**config.mk**
```make
export PLATFORM = sky130hd
export DESIGN_NAME = gpio_pad_arbiter_flat
export DESIGN_NICKNAME = d
export VERILOG_FILES = /design/src/rtl/gpio_pad_arbiter_if.sv /design/src/rtl/gpio_pad_arbiter.sv /design/src/flat_wrapper.sv
export SDC_FILE = /design/constraint.sdc
export NUM_CORES = 1
export LEC_CHECK = 0
export BUFFER_PORTS_ARGS = -buffer_cell sky130_fd_sc_hd__buf_2
export CORE_MARGIN = 1.5
export CORE_UTILIZATION = 43
export DETAILED_ROUTE_END_ITERATION = 10
export GPL_TIMING_DRIVEN = 0
export HOLD_SLACK_MARGIN = 0.06
export PLACE_DENSITY_LB_ADDON = 0.1
export SLEW_MARGIN = 20
export SYNTH_ARGS = -nofsm -noshare
export SYNTH_HDL_FRONTEND = slang
export SYNTH_SLANG_ARGS = --single-unit
```
**constraint.sdc**
```tcl
create_clock -name clk -period 3.3 [get_ports clk]
set_clock_uncertainty 0.2 [all_clocks]
set_input_delay 0.33 -clock clk [delete_from_list [all_inputs] [get_ports clk]]
set_output_delay 0.33 -clock clk [all_outputs]
set_load 0.01 [all_outputs]
```
**src/rtl/gpio_pad_arbiter_if.sv**
```systemverilog
// Requester-side bundle of the GPIO pad arbiter: level requests, one-hot grants
// and the per-requester pad slices, packed as slice r = [r*N_PADS +: N_PADS].
`timescale 1ns/1ps
interface gpio_pad_arbiter_if #(
    parameter int N_REQ  = 4,
    parameter int N_PADS = 8
);
    logic [N_REQ-1:0]        req;
    logic [N_REQ-1:0]        gnt;
    logic [N_REQ*N_PADS-1:0] req_out;
    logic [N_REQ*N_PADS-1:0] req_oe;
    logic [N_REQ*N_PADS-1:0] req_in;

    modport master (
        output req,
        output req_out,
        output req_oe,
        input  gnt,
        input  req_in
    );

    modport slave (
        input  req,
        input  req_out,
        input  req_oe,
        output gnt,
        output req_in
    );
endinterface

```
**src/rtl/gpio_pad_arbiter.sv**
```systemverilog
// Round-robin owner of a shared GPIO pad bank: exclusive grants separated by an
// all-tristate turnaround, with an optional hold timeout that revokes long grants.
`timescale 1ns/1ps
module gpio_pad_arbiter #(
    parameter int N_REQ      = 4,
    parameter int N_PADS     = 8,
    parameter int TURNAROUND = 2,
    parameter int W_TIMEOUT  = 8,
    localparam int W_IDX     = $clog2(N_REQ)
) (
    input  logic                 clk,
    input  logic                 rst,
    gpio_pad_arbiter_if.slave    bus,
    output logic [N_PADS-1:0]    pad_out_o,
    output logic [N_PADS-1:0]    pad_oe_o,
    input  logic [N_PADS-1:0]    pad_in_i,
    input  logic [W_TIMEOUT-1:0] timeout_cycles_i,
    output logic [W_IDX-1:0]     owner_o,
    output logic                 busy_o,
    output logic                 revoke_o
);

    localparam int W_TURN = (TURNAROUND < 2) ? 1 : $clog2(TURNAROUND + 1);

    typedef enum logic [1:0] {
        ST_IDLE = 2'd0,
        ST_TURN = 2'd1,
        ST_OWN  = 2'd2
    } state_e;

    state_e               state_q, state_d;
    logic [N_REQ-1:0]     gnt_q, gnt_d;
    logic [W_IDX-1:0]     owner_q, owner_d;
    logic [W_IDX-1:0]     ptr_q, ptr_d;
    logic [W_TURN-1:0]    turn_q, turn_d;
    logic [W_TIMEOUT-1:0] hold_q, hold_d;
    logic                 revoke_q, revoke_d;

    logic [W_IDX-1:0]     winner_s;
    logic [W_IDX-1:0]     next_ptr_s;
    logic                 others_wait_s;
    logic                 timeout_hit_s;
    logic [N_PADS-1:0]    pad_out_s;
    logic [N_PADS-1:0]    pad_oe_s;

    // First set request bit scanning upward from p, wrapping modulo N_REQ.
    function automatic logic [W_IDX-1:0] rr_pick(input logic [N_REQ-1:0] r,
                                                 input logic [W_IDX-1:0] p);
        logic [W_IDX-1:0] w;
        logic             found;
        int               sum;
        w     = p;
        found = 1'b0;
        for (int i = 0; i < N_REQ; i++) begin
            sum = int'(p) + i;
            if (sum >= N_REQ) begin
                sum = sum - N_REQ;
            end else begin
                sum = sum;
            end
            if (!found && r[W_IDX'(sum)]) begin
                w     = W_IDX'(sum);
                found = 1'b1;
            end else begin
                found = found;
            end
        end
        return w;
    endfunction

    function automatic logic [N_REQ-1:0] onehot(input logic [W_IDX-1:0] idx);
        logic [N_REQ-1:0] oh;
        oh      = '0;
        oh[idx] = 1'b1;
        return oh;
    endfunction

    assign winner_s      = rr_pick(bus.req, ptr_q);
    assign next_ptr_s    = (owner_q == W_IDX'(N_REQ - 1)) ? '0 : owner_q + W_IDX'(1);
    assign others_wait_s = |(bus.req & ~onehot(owner_q));
    // timeout_cycles is non-zero here, so the minus one cannot wrap.
    assign timeout_hit_s = (timeout_cycles_i != '0) &&
                           (hold_q >= (timeout_cycles_i - W_TIMEOUT'(1))) &&
                           others_wait_s;

    // State and output registers.
    always_ff @(posedge clk or posedge rst) begin
        if (rst) begin
            state_q  <= ST_IDLE;
            gnt_q    <= '0;
            owner_q  <= '0;
            ptr_q    <= '0;
            turn_q   <= '0;
            hold_q   <= '0;
            revoke_q <= 1'b0;
        end else begin
            state_q  <= state_d;
            gnt_q    <= gnt_d;
            owner_q  <= owner_d;
            ptr_q    <= ptr_d;
            turn_q   <= turn_d;
            hold_q   <= hold_d;
            revoke_q <= revoke_d;
        end
    end

    // Next-state logic; release takes priority over timeout so a voluntary exit never pulses revoke.
    always_comb begin
        state_d  = state_q;
        gnt_d    = gnt_q;
        owner_d  = owner_q;
        ptr_d    = ptr_q;
        turn_d   = turn_q;
        hold_d   = hold_q;
        revoke_d = 1'b0;
        case (state_q)
            ST_IDLE: begin
                gnt_d = '0;
                if (|bus.req) begin
                    owner_d = winner_s;
                    turn_d  = W_TURN'(TURNAROUND);
                    state_d = ST_TURN;
                end else begin
                    state_d = ST_IDLE;
                end
            end
            ST_TURN: begin
                if (!bus.req[owner_q]) begin
                    state_d = ST_IDLE;
                    gnt_d   = '0;
                    ptr_d   = next_ptr_s;
                end else if (turn_q <= W_TURN'(1)) begin
                    state_d = ST_OWN;
                    gnt_d   = onehot(owner_q);
                    hold_d  = '0;
                    ptr_d   = next_ptr_s;
                end else begin
                    turn_d  = turn_q - W_TURN'(1);
                end
            end
            ST_OWN: begin
                if (!bus.req[owner_q]) begin
                    state_d = ST_IDLE;
                    gnt_d   = '0;
                    ptr_d   = next_ptr_s;
                end else if (timeout_hit_s) begin
                    state_d  = ST_IDLE;
                    gnt_d    = '0;
                    ptr_d    = next_ptr_s;
                    revoke_d = 1'b1;
                end else if (hold_q == '1) begin
                    hold_d = hold_q;
                end else begin
                    hold_d = hold_q + W_TIMEOUT'(1);
                end
            end
            default: begin
                state_d = ST_IDLE;
                gnt_d   = '0;
            end
        endcase
    end

    // Pad mux: gnt is one-hot, so OR-ing every gated slice selects the owner.
    always_comb begin
        pad_out_s = '0;
        pad_oe_s  = '0;
        for (int r = 0; r < N_REQ; r++) begin
            pad_out_s = pad_out_s | (bus.req_out[r*N_PADS +: N_PADS] & {N_PADS{gnt_q[r]}});
            pad_oe_s  = pad_oe_s  | (bus.req_oe[r*N_PADS +: N_PADS]  & {N_PADS{gnt_q[r]}});
        end
    end

    for (genvar g = 0; g < N_REQ; g++) begin : g_req_in
        assign bus.req_in[g*N_PADS +: N_PADS] = pad_in_i & {N_PADS{gnt_q[g]}};
    end

    assign bus.gnt   = gnt_q;
    assign pad_out_o = pad_out_s;
    assign pad_oe_o  = pad_oe_s;
    assign owner_o   = owner_q;
    assign busy_o    = (state_q != ST_IDLE);
    assign revoke_o  = revoke_q;

endmodule

```
**src/flat_wrapper.sv**
```systemverilog
// flat-port wrapper written by rule: the top's interface ports become plain ports
module gpio_pad_arbiter_flat 
#(
    parameter int N_REQ      = 4,
    parameter int N_PADS     = 8,
    parameter int TURNAROUND = 2,
    parameter int W_TIMEOUT  = 8,
    localparam int W_IDX     = $clog2(N_REQ)
)
  (clk, rst, pad_out_o, pad_oe_o, pad_in_i, timeout_cycles_i, owner_o, busy_o, revoke_o, bus_req, bus_req_out, bus_req_oe, bus_gnt, bus_req_in);
  gpio_pad_arbiter_if #(.N_REQ(N_REQ), .N_PADS(N_PADS)) bus_i ();
  input  logic clk;
  input  logic rst;
  output logic [N_PADS-1:0] pad_out_o;
  output logic [N_PADS-1:0] pad_oe_o;
  input  logic [N_PADS-1:0] pad_in_i;
  input  logic [W_TIMEOUT-1:0] timeout_cycles_i;
  output logic [W_IDX-1:0] owner_o;
  output logic busy_o;
  output logic revoke_o;
  input wire logic [$bits(bus_i.req)-1:0] bus_req;
  input wire logic [$bits(bus_i.req_out)-1:0] bus_req_out;
  input wire logic [$bits(bus_i.req_oe)-1:0] bus_req_oe;
  output wire logic [$bits(bus_i.gnt)-1:0] bus_gnt;
  output wire logic [$bits(bus_i.req_in)-1:0] bus_req_in;
  assign bus_i.req = bus_req;
  assign bus_i.req_out = bus_req_out;
  assign bus_i.req_oe = bus_req_oe;
  assign bus_gnt = bus_i.gnt;
  assign bus_req_in = bus_i.req_in;
  gpio_pad_arbiter #(.N_REQ(N_REQ), .N_PADS(N_PADS), .TURNAROUND(TURNAROUND), .W_TIMEOUT(W_TIMEOUT)) u_core (.clk(clk), .rst(rst), .bus(bus_i), .pad_out_o(pad_out_o), .pad_oe_o(pad_oe_o), .pad_in_i(pad_in_i), .timeout_cycles_i(timeout_cycles_i), .owner_o(owner_o), .busy_o(busy_o), .revoke_o(revoke_o));
endmodule
```
==> summary.md <==
| Metric | Value |
|---|---|
| Slew margin rel. | `0.389` |
| Ys Warns | `0` |
| Clock root buffer | `clkbuf_8` |
| Die Footprint | `5410 sq um` |
| CTS HTree Levels | `1` |
| WL final | `roughly 6500 um` |
| Area growth syn-to-layout | `39.7%` |
| Footprint of the multi-input gates | `approximately 1500 sq um` |
| Synth area leaders | `dfrtp_1, a22oi_1, ha_1` |
| Share of layout cells above drive strength 1 | `0.380` |
| Worst r2r dst | `u_core.ptr_q[0]` |
| Synth unique cells | `47` |
| Critical path class | `input port to flop` |
| Leakage | `roughly 1.6 nW` |
| Hold Crit Depth | `3` |
| Post-Syn Nets | `roughly 370` |
| Chip width | `around 74 um` |
| Status | `completed` |
| Clock tree buffer depth | `2` |
| Total power | `about 1.4 mW` |
| Core area | `around 4800 sq um` |
| Worst-Margin Slew | `between 800 and 900 ps` |
| Post-route ant nets | `0` |
| Synthesized flop and latch total | `21` |
| Fin Setup TNS | `0 ps` |
| Hold_sp | `bus_req[3]` |
| Routability cong. | `between 0.8 and 0.9` |
| Sequential area share after synthesis | `0.246` |
| Most frequent cells after synthesis | `nand2_1, a22oi_1, and2_1` |
| Setup crit end kind | `flop` |
| Die Ht | `~74 um` |
| Max Fclk | `339 MHz` |
| Global-route wire length before repair | `9760 um` |
| WL/cell | `~14 um` |
| Number of global-route vias before repair | `just over 2k` |
| Top FF cell, synth | `dfrtp_1` |
| Clock latency on the worst-skew pair | `approximately 260 ps` |
| TritonCTS clock tree | `yes` |
| Final instance area | `around 3000 sq um` |
| Ant. Diodes | `0` |
| Cell Pwr Density | `469 nW/um^2` |
| Num Clock Sinks | `21` |
| Worst r2r src | `u_core.owner_o[0]` |
| Number of detailed-route iterations in the first pass | `4` |
| Clock Pin Slew Worst Setup and Hold Paths | `about 70 ps` |
| Total grt overflow | `0` |
| Worst Setup Start Kind | `input port` |
| Post-CTS setup buffers | `0` |
| Crit path max fanout | `5` |
| Avg Synthesized Cell Area | `approximately 8.2 sq um` |
| Final Hold Fails | `0` |
| Hold WC Path Type | `input port to flop` |
| Vias | `about 2.4k` |
| Largest net degree at the start of global routing | `22` |
| Io pins | `approximately 140` |
| Period utilisation layout | `0.895` |
| EDFF count, synth | `0` |
| Placed cell area | `just under 3000 sq um` |
| Vias per inst | `about 5` |
| Number of core rows | `25` |
| Hold path endpoint | `u_core.owner_o[1]` |
| Global router's overall resource usage | `0.228` |
| Top-count cell post-synth | `nand2_1` |
| Post-route DRC violation count | `0` |
| Synthesized cell area | `~2100 sq um` |
| Seq. cell area | `526 sq um` |
| Reg2reg setup slack | `between 300 and 400 ps` |
| Number of fill cells | `approximately 460` |
| Port bufs | `~140` |
| Length in cells of the worst reg-to-reg path | `7` |
| Initial Util | `0.450` |
| Mapped Cells | `262` |
| Final net count | `just over 500` |
| CTS buffer count | `3` |
| Area leader, netlist | `dfrtp_1` |
| Clock period minus worst slack | `around 3000 ps` |
| Crit path required time | `~3200 ps` |
| RSZ-0062 raised after global routing | `false` |
| Antenna violations before repair | `0` |
| Max-cap viol count | `0` |
| Area share of the largest cell type after synthesis | `0.246` |
| Initial DRC Count | `97` |
| Pre-CTS setup slack | `-79.3 ps` |
| Post-synth ARST share | `1.00` |
| Slack of the critical path | `around 350 ps` |
| Final setup viols | `0` |
| Critical Path AT | `~2900 ps` |
| Slew Limit Fails | `0` |
| Final HPWL DP | `5310 um` |
| Peak supply drop | `between 0.6 and 0.7 mV` |
## stage by stage
stage,std cells,utilization,hold slack (ps)
after global routing,475,0.628,297
after detailed placement,470,0.616,296
after CTS,475,0.627,277
after global placement,470,0.616,294
final,475,0.628,284
after floorplan,262,-,107
## critical path, cell delays in order
cell	delay, ps
buf_2	120
or4_4	550
nor2_4	120
nand2_1	70
xnor2_1	130
ha_1	290
a21oi_1	150
o21ai_0	110
a21oi_2	260
nor2_1	120
o211ai_1	280
mux2_1	370
## cells by family (layout without fill, tap and decap cells)
family,Yosys count,in the layout,synth area share
muxes,5,5,0.0304
DFF,21,21,0.246
xor gates and xnor gates,6,6,0.0246
and+or+nand+nor,103,103,0.256
buffers and inverters,30,176,0.0562
adders and majority gates,19,19,0.111
AOI/OAI and AO/OA,78,78,0.276
## sequential cells by signal, indices dropped and copies added (netlist names)
name,count
u_core.hold_q,8
u_core.state_q,2
u_core.ptr_q,2
u_core.owner_o,2
u_core.turn_q,2
u_core.bus.gnt,4
u_core.revoke_o,1
## power breakdown
group	leakage, nW	switching, mW	internal, mW
logic	1.33	0.484	0.370
clock network	0.0228	0.0787	0.0859
registers	0.278	0.0625	0.319
## cell usage in the layout (no fill, tap or decap), types with 2 or more instances in the layout
master,instances
buf_2,141
nand2_1,34
a22oi_1,32
and2_1,32
dfrtp_1,21
ha_1,19
inv_1,17
clkbuf_1,13
o21ai_0,9
nor2_1,9
nor2b_1,6
a21oi_1,6
o211ai_1,5
nor3_1,4
o41ai_1,4
a22o_1,4
xnor2_1,4
nand2b_1,3
nand3_1,3
clkbuf_8,3
a21o_1,2
o21ai_2,2
or2_2,2
o22ai_1,2
mux2_1,2
xor2_1,2
or4_1,2
mux2i_1,2
## metal layers
layer | routed length [um] | part of all wire | vias to the layer above | track usage
met2 | 3170 | 0.49 | 87 | 0.385
li1 | - | - | 1246 | -
met5 | 0 | 0 | - | 0
met4 | 36 | 0.0056 | 0 | 0.0329
met1 | 2800 | 0.43 | 1063 | 0.312
met3 | 454 | 0.070 | 4 | 0.0370
## worst max path at each step
stage,to,depth (start not counted),slack (ps),start
floorplan,u_core.ptr_q[0],11,320,timeout_cycles_i[3]
global placement,u_core.ptr_q[0],12,-90,timeout_cycles_i[3]
detailed placement,u_core.ptr_q[0],12,-80,timeout_cycles_i[3]
CTS,u_core.ptr_q[0],12,180,timeout_cycles_i[3]
global route,u_core.ptr_q[0],12,130,timeout_cycles_i[3]
finish,u_core.ptr_q[0],12,350,timeout_cycles_i[3]
## area by class of cell
| type | instances | share of cell area |
|---|---|---|
| multi-input combinational | 211 | 0.501 |
| timing repair buffer | 142 | 0.240 |
| buffer | 13 | 0.0189 |
| clock buffer | 4 | 0.0151 |
| tap | 67 | 0.0281 |
| inverter | 17 | 0.0214 |
| sequential | 21 | 0.176 |
## what timing repair did
item,4_1_cts,5_1_grt
hold buffers,1,0
setup endpoints to repair,0,2
hold endpoints to repair,21,0
gates resized for setup,0,1
(Power assumes the default switching activity.)
